### config.mk
export PLATFORM = sky130hd
export DESIGN_NAME = addsub_seg7_scan_flat
export DESIGN_NICKNAME = d
export VERILOG_FILES = /design/src/rtl/addsub_seg7_scan_if.sv /design/src/rtl/addsub_seg7_scan.sv /design/src/flat_wrapper.sv
export SDC_FILE = /design/constraint.sdc
export NUM_CORES = 1
export LEC_CHECK = 0
export BUFFER_PORTS_ARGS = -buffer_cell sky130_fd_sc_hd__buf_2
export CAP_MARGIN = 5
export CORE_ASPECT_RATIO = 0.7
export CORE_MARGIN = 2
export CORE_UTILIZATION = 60
export DETAILED_ROUTE_END_ITERATION = 7
export PLACE_DENSITY = 0.82
export SLEW_MARGIN = 20
export SYNTH_ARGS = -nofsm -noshare
export SYNTH_HDL_FRONTEND = slang
export SYNTH_SLANG_ARGS = --single-unit
### constraint.sdc
create_clock -name clk -period 4.3 [get_ports clk]
set_clock_uncertainty 0.15 [all_clocks]
set_input_delay 0.645 -clock clk [delete_from_list [all_inputs] [get_ports clk]]
set_output_delay 0.645 -clock clk [all_outputs]
set_load 0.05 [all_outputs]
### src/rtl/addsub_seg7_scan_if.sv
`default_nettype none
// ============================================================================
// Module      : addsub_seg7_scan_if
// Description : Result/display bus between the add/sub unit, the display
//               scan stage and the 7-segment pins.
// Revision    : 1.0 - initial release
// ============================================================================
interface addsub_seg7_scan_if;
  logic       load;
  logic [3:0] sum;
  logic       ovf;
  logic       sel;
  logic [6:0] seg;
  logic [3:0] an;

  // Producer side: drives the result capture signals, observes the pins
  modport master (output load, sum, ovf, sel, input seg, an);
  // Display stage side
  modport slave  (input load, sum, ovf, sel, output seg, an);
endinterface
`default_nettype wire

### src/rtl/addsub_seg7_scan.sv
`default_nettype none
// ============================================================================
// Module      : addsub_seg7_scan
// Description : Captures a 4-bit signed add/sub result and shows op glyph,
//               sign and magnitude (or "OF") on a 4-digit multiplexed
//               common-anode 7-segment display.
// Revision    : 1.0 - initial release
// ============================================================================
module addsub_seg7_scan #(
  parameter int REFRESH_DIV = 50000
) (
  input  logic                clk,
  input  logic                rst_n,
  addsub_seg7_scan_if.slave   bus
);

  localparam int          c_CW   = (REFRESH_DIV > 1) ? $clog2(REFRESH_DIV) : 1;
  localparam logic [c_CW-1:0] c_LAST = c_CW'(REFRESH_DIV - 1);

  localparam logic [6:0] c_BLANK = 7'h7F;
  localparam logic [6:0] c_MINUS = 7'h3F;
  localparam logic [6:0] c_GLY_A = 7'h08;
  localparam logic [6:0] c_GLY_D = 7'h21;
  localparam logic [6:0] c_GLY_O = 7'h40;
  localparam logic [6:0] c_GLY_F = 7'h0E;

  logic [c_CW-1:0] r_cnt;
  logic [1:0]      r_idx;
  logic [3:0]      r_sum;
  logic            r_ovf;
  logic            r_sel;
  logic            r_valid;
  logic [6:0]      r_seg;
  logic [3:0]      r_an;

  logic [3:0]      w_mag;
  logic [6:0]      w_digit;
  logic [6:0]      w_seg;
  logic [3:0]      w_an;

  // Free-running prescaler; digit index advances on each wrap
  always_ff @(posedge clk) begin
    if (!rst_n) begin
      r_cnt <= '0;
      r_idx <= 2'd0;
    end else if (r_cnt == c_LAST) begin
      r_cnt <= '0;
      r_idx <= r_idx + 2'd1;
    end else begin
      r_cnt <= r_cnt + 1'b1;
    end
  end

  // Level-sampled capture of the add/sub result
  always_ff @(posedge clk) begin
    if (!rst_n) begin
      r_sum   <= 4'd0;
      r_ovf   <= 1'b0;
      r_sel   <= 1'b0;
      r_valid <= 1'b0;
    end else if (bus.load) begin
      r_sum   <= bus.sum;
      r_ovf   <= bus.ovf;
      r_sel   <= bus.sel;
      r_valid <= 1'b1;
    end
  end

  // Magnitude is taken 4 bits wide so -8 wraps to 4'b1000 and reads as 8
  assign w_mag = r_sum[3] ? (~r_sum + 4'd1) : r_sum;

  // Decimal glyph for the magnitude; values above 8 cannot arise
  always_comb begin
    w_digit = c_BLANK;
    case (w_mag)
      4'd0:    w_digit = 7'h40;
      4'd1:    w_digit = 7'h79;
      4'd2:    w_digit = 7'h24;
      4'd3:    w_digit = 7'h30;
      4'd4:    w_digit = 7'h19;
      4'd5:    w_digit = 7'h12;
      4'd6:    w_digit = 7'h02;
      4'd7:    w_digit = 7'h78;
      4'd8:    w_digit = 7'h00;
      default: w_digit = c_BLANK;
    endcase
  end

  // Select slot content and anode for the current digit index
  always_comb begin
    w_seg = c_BLANK;
    w_an  = 4'hF;
    if (r_valid) begin
      w_an = ~(4'b0001 << r_idx);
      case (r_idx)
        2'd3:    w_seg = r_sel ? c_GLY_D : c_GLY_A;
        2'd2:    w_seg = c_BLANK;
        2'd1:    w_seg = r_ovf ? c_GLY_O : (r_sum[3] ? c_MINUS : c_BLANK);
        default: w_seg = r_ovf ? c_GLY_F : w_digit;
      endcase
    end
  end

  // Registered pins: no combinational path from inputs
  always_ff @(posedge clk) begin
    if (!rst_n) begin
      r_seg <= c_BLANK;
      r_an  <= 4'hF;
    end else begin
      r_seg <= w_seg;
      r_an  <= w_an;
    end
  end

  assign bus.seg = r_seg;
  assign bus.an  = r_an;

endmodule
`default_nettype wire

### src/flat_wrapper.sv
// flat-port wrapper written by rule: the top's interface ports become plain ports
module addsub_seg7_scan_flat 
#(
  parameter int REFRESH_DIV = 50000
)
  (clk, rst_n, bus_load, bus_sum, bus_ovf, bus_sel, bus_seg, bus_an);
  addsub_seg7_scan_if bus_i ();
  input  logic clk;
  input  logic rst_n;
  input wire logic [$bits(bus_i.load)-1:0] bus_load;
  input wire logic [$bits(bus_i.sum)-1:0] bus_sum;
  input wire logic [$bits(bus_i.ovf)-1:0] bus_ovf;
  input wire logic [$bits(bus_i.sel)-1:0] bus_sel;
  output wire logic [$bits(bus_i.seg)-1:0] bus_seg;
  output wire logic [$bits(bus_i.an)-1:0] bus_an;
  assign bus_i.load = bus_load;
  assign bus_i.sum = bus_sum;
  assign bus_i.ovf = bus_ovf;
  assign bus_i.sel = bus_sel;
  assign bus_seg = bus_i.seg;
  assign bus_an = bus_i.an;
  addsub_seg7_scan #(.REFRESH_DIV(REFRESH_DIV)) u_core (.clk(clk), .rst_n(rst_n), .bus(bus_i));
endmodule
==> metrics list <==
- Multi-input logic area: approximately 960 µm²
- Synth warnings: 0
* CTS tree: yes
- Counting cells, the worst reg-to-reg path comes to 7.
- The first global-routing pass estimated around 6.3 mm of wire.
* Clock latency reported for the late side of the worst-skew pair: approximately 0.30 ns
- Final-layout fill cell count: around 230
* Worst-case vdd ir drop: around 0.00022 V
* Setup TNS after final layout: 0 ns
- Number of buffers created by CTS: 5
- Clock-pin slew was measured on the worst setup and hold paths at ~0.08 ns.
- After synthesis, the netlist uses 46 different library cells.
* Actual slew at the worst max-slew pin: 0.5616 ns
* Via count: about 1400
* Post-CTS Resized: 0
- Max-cap violations in this run came to 0.
* Cell with the most instances after synthesis: sky130_fd_sc_hd__dfxtp_1
- The worst hold path terminates at u_core.r_valid.
* Count of non-filler cells in the finished layout: 241
- The net count of the finished layout is between 200 and 250.
- CP cell instances: inv_1 -> ha_1 -> mux2i_1 -> inv_1 -> ha_1 -> or3b_1 -> a311o_1
- Yosys mapped a number of flops with a built-in enable equal to 0.
* Placed wire-length estimate after detailed placement: 2.627 mm
- The tree is rooted in a sky130_fd_sc_hd__clkbuf_8.
* Leakage power: ~0.00077 µW
- Netlist area before placement: approximately 0.0017 mm²
* Register area: approximately 720 µm²
- Reg-to-reg critical path endpoint: u_core.bus.seg[3]
* Worst EP required: ~4.3 ns
- On the worst path, the slowest cell contributes a delay of 0.46 ns.
- Cell area after layout: between 0.0015 and 0.002 mm²
- Avg Vias per Cell: approximately 5.7
* Final critical path time including I/O delays and setup: 2.536 ns
* I/O pin count: 20
- Hold-fix buffers, CTS: 0
- Post-Route WL: ~3.6 mm
* Largest net degree at the start of global routing: 16
- Num rows: 16
- Setup violations, final: 0
- Dividing the final minimum period by the clock period gives around three fifths.
* Crit Path Category: register to register
- Global route total overflow: 0
- The setup check on the worst reg-to-reg path leaves a slack of roughly 1.8 ns.
- Initial cell density of the core: a little over three fifths
- Among all flip-flop cells after synthesis, the most frequent one is sky130_fd_sc_hd__dfxtp_1.
* Highest fanout seen on the critical path: 8
* Sequential element share of the synthesized area: approximately two fifths
- After the first detailed-routing iteration, the DRC count stood at slightly below 90.
* Bufs on Longest Clock Path: 2
- Post-synthesis async set-or-reset flop share: 0%
- Hold Crit Start: u_core.r_valid
* CP arrival: 2.58 ns
- The post-route netlist has approximately 17% of its cells at a drive strength greater than 1.
- Synthesis handed over a netlist of ~180 instances.
- For this run, the top clock speed supported by timing is 394.3 MHz.
* Height of the die: 49.14 µm
- Nets in the synthesized netlist: between 200 and 250
- Setup repair after global routing left no endpoint under its margin.
* Number of port buffers: 19
- Kind of launch point of the worst setup path: register
* Slowest cell on the critical path: sky130_fd_sc_hd__dfxtp_1
* Final setup margin: roughly 1.8 ns
* Hold Path Cell Cnt: 1
- The number of max-slew violations in the final report was 0.
- In the post-synthesis netlist, the biggest area contributors are sky130_fd_sc_hd__dfxtp_1 (41%), sky130_fd_sc_hd__ha_1 (7.2%), sky130_fd_sc_hd__xor2_1 (5.5%).
- CTS Sinks: 36
- The flow ran to the end, and the final reports show no timing, DRC or antenna violations.
- Slew margin rel.: 62.43%
- After detailed placement, the total cell area comes to 0.001864 mm².
- Drc violations: 0
- In this run the horizontal extent of the chip is about 68 µm.
- The count of nets left with antenna violations once routing finished came out at 0.
* Final estimated routing congestion in global placement: just over 0.9
- The startpoint identified for the worst register-to-register timing path is u_core.r_sum[0].
- Hold WC Path Type: register to register
- For this design the ratio of total power to cell area is ~350 mW/mm².
* # placed instances: roughly 230
- Overall die area: ~0.0034 mm²
* Per-instance average area after synthesis: roughly 9.6 µm²
- Count of buffers added by post-CTS timing repair for setup: 0
- Global routing used between 20% and 30% of the available tracks.
- After detailed routing, the average wire length per cell comes to about 15 µm.
* Power Total: 688.8 µW
- The H-tree was split into 2 levels.
- The area growth from synthesis to layout is 12.11%.
- The initial antenna violation count is 0.
* Commonest cells post-synth: sky130_fd_sc_hd__dfxtp_1 (36), sky130_fd_sc_hd__nor2_1 (16), sky130_fd_sc_hd__nand2_1 (11), sky130_fd_sc_hd__xor2_1 (11)
- Number of diodes added for antenna fixing: 0
- The biggest area contributor in the post-synthesis netlist is sky130_fd_sc_hd__dfxtp_1.
- Final count of hold timing violations: 0
- Fraction of synthesized cell area taken by the top area cell type: 41.26%
- The via count of the first global-routing pass came to ~1300.
* Core ar.: ~0.0028 mm²
- Critical Path Sink Type: register
- Synthesis inferred 36 register bits.
- The first TritonRoute pass finished after 4 iterations.
- Before CTS, the worst setup slack after placement is 1.781 ns.
[cell type report]
class | instances | share of cell area (%)
Clock buffer | 7 | 4.409
Clock inverter | 1 | 0.3834
Inverter | 10 | 1.917
Multi-Input combinational cell | 131 | 48.95
Sequential cell | 36 | 36.81
Tap cell | 36 | 2.300
Timing Repair Buffer | 20 | 5.240
[where the power goes]
part           switching [µW]  internal, µW  leakage, µW
combinational            49.6          29.2     0.000434
sequential               9.74           344     0.000294
clock                     126           130    0.0000445
[metrics by stage]
stage          util, %  hold slack [ns]
2_1_floorplan        -           0.2871
3_3_place_gp     67.00           0.3046
3_5_place_dp     67.00           0.3138
4_1_cts          70.37           0.3311
5_1_grt          70.37           0.3542
6_report         70.37           0.3256
[layout by cell type, fill, tap and decap left out, drive strengths merged, types with 2 or more instances in the layout]
master	count
nor2b	8
nor3	2
o221ai	2
a21oi	2
ha	10
buf	20
a211oi	2
clkbuf	7
nand4	6
nor4	4
o21a	2
mux2i	9
nor3b	2
or4b	2
xor2	11
nor2	16
and4	2
nand3	6
dfxtp	36
inv	10
nand2b	2
xnor2	5
nand2	11
and2	5
a311oi	2
o21ai	4
[metal layers]
layer | vias up | GRT usage (%) | part of all wire, %
met5 | - | 0 | 0
met1 | 648 | 35.47 | 47
met2 | 44 | 37.02 | 43
met4 | 0 | 7.333 | 1.4
li1 | 680 | - | -
met3 | 8 | 9.700 | 8.1
[cells by family after synthesis]
group	Yosys count	synth area share [%]
AOI/OAI and AO/OA	22	9.456
xor gates and xnor gates	16	8.023
adders and majority gates	10	7.163
buffers and inverters	15	3.868
DFF	36	41.26
muxes	9	5.158
and+or+nand+nor	74	25.07
[critical path: cells and delay by family (launching register included)]
kind / cells / cell delay [ns]
adder cells (fa/ha/maj): 2 / 0.61
flip-flops: 1 / 0.46
multiplexers: 1 / 0.27
AND/OR/NAND/NOR: 1 / 0.36
AO/OA/AOI/OAI: 1 / 0.32
buffers and inverters: 2 / 0.25
[state kept, by name, indices dropped and copies added, names as in the netlist]
register	count
u_core.r_cnt	16
u_core.bus.seg	7
u_core.bus.an	4
u_core.r_sum	4
u_core.r_idx	2
u_core.r_ovf	1
u_core.r_sel	1
u_core.r_valid	1
[worst max path at each step]
stage	startpoint	to	slack [ns]	cells past startpoint
floorplan	u_core.r_sum[0]	u_core.bus.seg[3]	2.06	7
global placement	u_core.r_sum[0]	u_core.bus.seg[3]	1.97	7
detailed placement	u_core.r_sum[0]	u_core.bus.seg[3]	1.78	7
CTS	u_core.r_sum[0]	u_core.bus.seg[3]	1.76	7
global route	u_core.r_sum[0]	u_core.bus.seg[3]	1.58	7
finish	u_core.r_sum[0]	u_core.bus.seg[3]	1.76	7
(Power assumes the default switching activity.)
